[config.mk]
export PLATFORM = sky130hd
export DESIGN_NAME = dmem_arbiter
export DESIGN_NICKNAME = d
export VERILOG_FILES = /design/src/rtl/dmem_arbiter.sv
export SDC_FILE = /design/constraint.sdc
export NUM_CORES = 1
export LEC_CHECK = 0
export CORE_AREA = 2 2 116 118
export DETAILED_ROUTE_END_ITERATION = 10
export DIE_AREA = 0 0 118 120
export DONT_BUFFER_PORTS = 1
export SLEW_MARGIN = 40
export SYNTH_ARGS = -nofsm -noshare
export SYNTH_HDL_FRONTEND = slang
export SYNTH_SLANG_ARGS = --single-unit
[constraint.sdc]
create_clock -name clk -period 3.5 [get_ports clk]
set_input_delay 0.35 -clock clk [delete_from_list [all_inputs] [get_ports clk]]
set_output_delay 0.35 -clock clk [all_outputs]
set_load 0.05 [all_outputs]
[src/rtl/dmem_arbiter.sv]
// -----------------------------------------------------------------------------
// dmem_arbiter
//
// Shares one single-ported, byte-addressed 32-bit data memory between the core
// load/store unit (port 0) and the accelerator DMA engine (port 1). One access
// is granted per cycle using round-robin arbitration. A port can hold ownership
// across an atomic sequence with its lock input, and a timeout of LOCK_MAX
// cycles bounds that ownership. Read data from the memory arrives one cycle
// after the grant and is steered back to the issuing port. Accesses beyond the
// end of memory are granted but never reach the memory; they answer with an
// error pulse, plus a zero read response for reads.
//
// Ports
//   clk, rst                   clock, synchronous active-high reset
//   req0/1, we0/1, lock0/1     per-port request, write enable, lock hold
//   addr0/1, wdata0/1          per-port byte address and write data
//   gnt0/1                     combinational grant for the current cycle
//   rvalid0/1, rdata0/1        read response (rdata holds while rvalid=0)
//   err0/1                     one-cycle pulse for an out-of-range access
//   mem_address, mem_write_data, mem_write, mem_read   memory request side
//   mem_read_data              memory read data, valid the cycle after mem_read
// -----------------------------------------------------------------------------
module dmem_arbiter #(
    parameter int unsigned MEM_BYTES = 1024,
    parameter int unsigned LOCK_MAX  = 16
) (
    input  logic        clk,
    input  logic        rst,
    input  logic        req0,
    input  logic        req1,
    input  logic        we0,
    input  logic        we1,
    input  logic        lock0,
    input  logic        lock1,
    input  logic [31:0] addr0,
    input  logic [31:0] addr1,
    input  logic [31:0] wdata0,
    input  logic [31:0] wdata1,
    output logic        gnt0,
    output logic        gnt1,
    output logic        rvalid0,
    output logic        rvalid1,
    output logic [31:0] rdata0,
    output logic [31:0] rdata1,
    output logic        err0,
    output logic        err1,
    output logic [31:0] mem_address,
    output logic [31:0] mem_write_data,
    output logic        mem_write,
    output logic        mem_read,
    input  logic [31:0] mem_read_data
);

    localparam int unsigned     CNT_W    = (LOCK_MAX > 1) ? $clog2(LOCK_MAX) : 1;
    localparam logic [31:0]     ADDR_MAX = 32'(MEM_BYTES - 4);
    localparam logic [CNT_W-1:0] CNT_LAST = CNT_W'(LOCK_MAX - 1);

    typedef enum logic [1:0] {
        IDLE,
        LOCK0,
        LOCK1
    } state_e;

    state_e            state_q, state_d;
    logic [CNT_W-1:0]  lock_cnt_q, lock_cnt_d;
    logic              last_grant_q, last_grant_d;

    logic              rvalid0_q, rvalid1_q;
    logic              err0_q, err1_q;
    logic [31:0]       rdata0_q, rdata1_q;
    logic              rpend_q;     // an in-range read is returning this cycle
    logic              rtag_q;      // port that issued that read

    logic              g0, g1, gnt_any, sel1;
    logic [31:0]       a_addr, a_wdata;
    logic              a_we, a_lock, in_range;

    // Grant selection. Reset suppresses all grants in the reset cycle.
    always_comb begin
        g0 = 1'b0;
        g1 = 1'b0;
        if (!rst) begin
            unique case (state_q)
                IDLE: begin
                    if (req0 && req1) begin
                        // Tie goes to the port that did not win last time.
                        if (last_grant_q) g0 = 1'b1;
                        else              g1 = 1'b1;
                    end else begin
                        g0 = req0;
                        g1 = req1;
                    end
                end
                LOCK0:   g0 = req0;
                LOCK1:   g1 = req1;
                default: ;
            endcase
        end
    end

    assign gnt0    = g0;
    assign gnt1    = g1;
    assign gnt_any = g0 | g1;
    assign sel1    = g1;

    assign a_addr   = sel1 ? addr1  : addr0;
    assign a_wdata  = sel1 ? wdata1 : wdata0;
    assign a_we     = sel1 ? we1    : we0;
    assign a_lock   = sel1 ? lock1  : lock0;
    assign in_range = (a_addr <= ADDR_MAX);

    assign mem_address    = gnt_any ? a_addr  : '0;
    assign mem_write_data = gnt_any ? a_wdata : '0;
    assign mem_write      = gnt_any &&  a_we && in_range;
    assign mem_read       = gnt_any && !a_we && in_range;

    // Lock FSM next state.
    always_comb begin
        state_d      = state_q;
        lock_cnt_d   = lock_cnt_q;
        last_grant_d = last_grant_q;
        if (gnt_any) last_grant_d = sel1;
        unique case (state_q)
            IDLE: begin
                if (gnt_any && a_lock) begin
                    state_d    = sel1 ? LOCK1 : LOCK0;
                    lock_cnt_d = '0;
                end
            end
            LOCK0: begin
                // In LOCK0 a request from port 0 is always granted, so both
                // release conditions (granted with lock0=0, or idle with
                // lock0=0) reduce to lock0 being low.
                if (lock_cnt_q == CNT_LAST) begin
                    state_d      = IDLE;
                    lock_cnt_d   = '0;
                    last_grant_d = 1'b0;
                end else if (!lock0) begin
                    state_d    = IDLE;
                    lock_cnt_d = '0;
                end else begin
                    lock_cnt_d = lock_cnt_q + 1'b1;
                end
            end
            LOCK1: begin
                if (lock_cnt_q == CNT_LAST) begin
                    state_d      = IDLE;
                    lock_cnt_d   = '0;
                    last_grant_d = 1'b1;
                end else if (!lock1) begin
                    state_d    = IDLE;
                    lock_cnt_d = '0;
                end else begin
                    lock_cnt_d = lock_cnt_q + 1'b1;
                end
            end
            default: begin
                state_d    = IDLE;
                lock_cnt_d = '0;
            end
        endcase
    end

    always_ff @(posedge clk) begin
        if (rst) begin
            state_q      <= IDLE;
            lock_cnt_q   <= '0;
            last_grant_q <= 1'b1;
            rvalid0_q    <= 1'b0;
            rvalid1_q    <= 1'b0;
            err0_q       <= 1'b0;
            err1_q       <= 1'b0;
            rdata0_q     <= '0;
            rdata1_q     <= '0;
            rpend_q      <= 1'b0;
            rtag_q       <= 1'b0;
        end else begin
            state_q      <= state_d;
            lock_cnt_q   <= lock_cnt_d;
            last_grant_q <= last_grant_d;
            rvalid0_q    <= g0 && !a_we;
            rvalid1_q    <= g1 && !a_we;
            err0_q       <= g0 && !in_range;
            err1_q       <= g1 && !in_range;
            rpend_q      <= mem_read;
            rtag_q       <= sel1;
            // Hold registers capture the value shown during the rvalid cycle
            // so rdata stays stable afterwards; an out-of-range read shows 0.
            if (g0 && !a_we && !in_range)  rdata0_q <= '0;
            else if (rpend_q && !rtag_q)   rdata0_q <= mem_read_data;
            if (g1 && !a_we && !in_range)  rdata1_q <= '0;
            else if (rpend_q && rtag_q)    rdata1_q <= mem_read_data;
        end
    end

    // Memory data is only available during the return cycle, so the response
    // passes it through directly and the hold register covers later cycles.
    // Responses are masked while reset is asserted.
    assign rvalid0 = rvalid0_q && !rst;
    assign rvalid1 = rvalid1_q && !rst;
    assign err0    = err0_q && !rst;
    assign err1    = err1_q && !rst;
    assign rdata0  = (rpend_q && !rtag_q && !rst) ? mem_read_data : rdata0_q;
    assign rdata1  = (rpend_q &&  rtag_q && !rst) ? mem_read_data : rdata1_q;

endmodule
==> impl_metrics.json <==
{
  "drt-initial-drc-count": 436,
  "power_density_nw_per_um2": 549,
  "worstPathMaxFanout": 65,
  "gp_congestion": 0.951,
  "multiInputGateArea_um2": 3050,
  "hold_end": "lock_cnt_q[1]",
  "synthTopCellsByArea": "dfxtp_1 32%, nand2_1 16%, mux2_2 15%",
  "period_share": 0.841,
  "num-nets-final": 860,
  "synth_top_cell_area_share": 0.320,
  "clock_path_buffers": 2,
  "antenna_left": 0,
  "hold_viol_final": 0,
  "dr.pass1.iters": 6,
  "numCtsBuffers": 9,
  "dpl_worst_slack_ns": 0.906,
  "grt.met1_usage": 0.288,
  "crit_path_start_kind": "flop",
  "worstPathRequired_ns": 3.15,
  "h-tree-depth": 3,
  "cts_resized": 0,
  "grt_pass1_vias": 4733,
  "cts_root_buf": "clkbuf_16",
  "regArea_um2": 1540,
  "die_w_um": 118,
  "io-pin-count": 304,
  "portBuffers": 0,
  "setup_viol": 0,
  "cap_viol_max_count": 0,
  "area_growth_pct": 20.3,
  "rsz0062_at_grt": "false",
  "async_reset_ff_frac": 0,
  "finalPower_uw": 3180,
  "synth_fp_nets": 818,
  "holdCritStartpoint": "rst",
  "dp_hpwl_um": 13300,
  "cts_hold_buf": 0,
  "drv_slew": 0,
  "synth_area_per_cell_um2": 7.45,
  "status": "complete, no violations",
  "synth_edf_count": 0,
  "drc": 0,
  "max_freq_mhz": 340,
  "coreArea_um2": 13000,
  "worstPathArrival_ns": 2.60,
  "wirelength_um": 17400,
  "worst-setup-path-type": "flop to output port",
  "r2r-start": "state_q[0]",
  "syn-cell-area_um2": 4810,
  "ir_drop_mv": 0.261,
  "synth.distinct_cells": 41,
  "use_met2": 0.381,
  "sw_frac_of_total": 0.409,
  "antenna_found_initial": 3,
  "p_switching_uw": 1300,
  "clkPwrFrac": 0.315,
  "ys_ff_latch": 77,
  "post-route-min-period_ns": 2.95,
  "whs_ns": 0.0910,
  "seq_area_frac_synth": 0.320,
  "grt_max_degree": 66,
  "cts_tree": "yes",
  "die_y_um": 120,
  "vias": 4914,
  "worstSkewPairLatency_ns": 0.32,
  "finish.utilization": 0.446,
  "grt_use_met3": 0.0661,
  "via_per_inst": 5.64,
  "r2r-end": "state_q[1]",
  "post_cts_buffers": 0,
  "finalClockSkew_ns": 0.00800,
  "ff2ff_setup_slack_ns": 1.00,
  "holdPathStages": 1,
  "hp-class": "primary input to flop",
  "ys_warn_count": 0,
  "start_util": 0.371,
  "tns_ns": 0,
  "p_seq_frac": 0.287,
  "grt.overflow.total": 0,
  "grt_first_pass_wirelength_um": 26100,
  "num_rows": 42,
  "top_usage_layer": "met2",
  "r2r_cells": 9,
  "dieArea_um2": 14200,
  "slew_headroom": 0.509,
  "synth_top_area_cell": "dfxtp_1",
  "p_leak_uw": 0.00234,
  "synth_cells": 646,
  "grtUsageTotal": 0.234,
  "combPwrFrac": 0.397,
  "end_kind": "output port",
  "drt-wirelength-per-cell_um": 19.9,
  "fin_ws_ns": 0.555,
  "worst_pin_slew_ns": 0.735,
  "fillers": 1301,
  "drive_gt1_frac": 0.251,
  "clock_sinks": 77,
  "p_int_uw": 1880,
  "path_clk_slew_ns": 0.06,
  "ys.flop_type": "dfxtp_1"
}
[power groups by stage]
stage | clock (µW) | combinational, µW | sequential, µW
6_report | 1000 | 1260 | 914
4_1_cts | 1030 | 1260 | 914
3_3_place_gp | 0 | 1240 | 931
2_1_floorplan | 0 | 911 | 928
3_5_place_dp | 0 | 1260 | 933
5_1_grt | 1070 | 1340 | 916
[stage by stage]
stage	instances	cell area [µm²]
after floorplan	646	4810
after global placement	853	5440
after detailed placement	853	5450
after CTS	869	5780
after global routing	872	5790
final	872	5790
[logic make-up (layout without fill, tap and decap cells)]
group	Yosys count	after routing	share of synthesized area
buffers and inverters	57	104	0.0515
adder cells (fa/ha/maj)	4	4	0.0104
other	0	3	0
AND/OR/NAND/NOR	290	290	0.252
flip-flops	77	77	0.320
multiplexers	99	99	0.223
AO/OA/AOI/OAI	119	119	0.143
[registers in the layout, indices dropped and copies added, names as in the netlist]
register      flops
rtag_q            1
rdata0_q         32
rdata1_q         32
lock_cnt_q        4
rpend_q           1
err0_q            1
rvalid0_q         1
state_q           2
last_grant_q      1
err1_q            1
rvalid1_q         1
[worst max path at each step]
stage | start | endpoint | slack (ns) | depth (start not counted)
5_1_grt | state_q[0] | mem_write_data[27] | 0.39 | 8
6_report | state_q[0] | mem_write_data[20] | 0.55 | 8
4_1_cts | state_q[0] | mem_write_data[20] | 0.57 | 8
3_5_place_dp | state_q[0] | mem_address[17] | 0.91 | 8
2_1_floorplan | state_q[0] | mem_write_data[10] | 0.40 | 8
3_3_place_gp | state_q[0] | mem_write_data[31] | 1.01 | 9
[per-layer routing]
layer / share of wire / up-vias
li1: - / 2273
met1: 0.40 / 2313
met2: 0.47 / 282
met3: 0.094 / 44
met4: 0.033 / 2
met5: 0.0037 / -
[cells in the final DEF, fill, tap and decap left out, drive strengths merged]
cell type / instances
nand3b: 1
and2: 3
nor3: 5
nor2b: 7
clkinv: 2
clkbuf: 10
nor2: 42
o22ai: 1
nand3: 5
a21oi: 37
nand4: 6
inv: 12
bufinv: 2
a22o: 1
a221oi: 1
o2111ai: 2
a21boi: 1
o211ai: 1
nor4: 12
a31o: 1
o31ai: 1
o31a: 1
ha: 4
or2: 1
nand2b: 3
o2111a: 1
mux2: 65
buf: 77
mux2i: 34
clkinvlp: 1
nand2: 203
diode: 3
o41ai: 1
dfxtp: 77
a32o: 1
o21ai: 69
or3: 2
[worst max-delay path: stages, from the launching register on]
cell and delay, ns:
dfxtp_1 0.36, inv_1 0.07, ha_1 0.24, a21boi_2 0.19, o21ai_4 0.23, buf_4 0.57
nand2_1 0.12, o21ai_1 0.20, buf_4 0.24
[synthesized netlist by cell type, types with 2 or more instances]
cell type  instances
a21oi_1           37
o21ai_0           67
buf_2              9
ha_1               4
or3_1              2
nand2_1          203
nor2_1            42
nand3_1            5
buf_6              3
nor2b_1            7
o2111ai_1          2
nor4_1            10
mux2_2            64
inv_1              9
dfxtp_1           77
inv_2              2
nor3_1             5
nand2b_1           3
buf_1              6
clkbuf_1          28
nand4_1            6
mux2i_1           34
and2_1             3
[final cells by class]
class / count / share of cell area
Clock buffer: 10 / 0.0396
Antenna cell: 3 / 0.00130
Sequential cell: 77 / 0.266
Inverter: 11 / 0.00713
Clock inverter: 6 / 0.0166
Tap cell: 176 / 0.0380
Timing Repair Buffer: 77 / 0.104
Multi-Input combinational cell: 512 / 0.527
No activity file was read; power rests on OpenSTA's default activity.
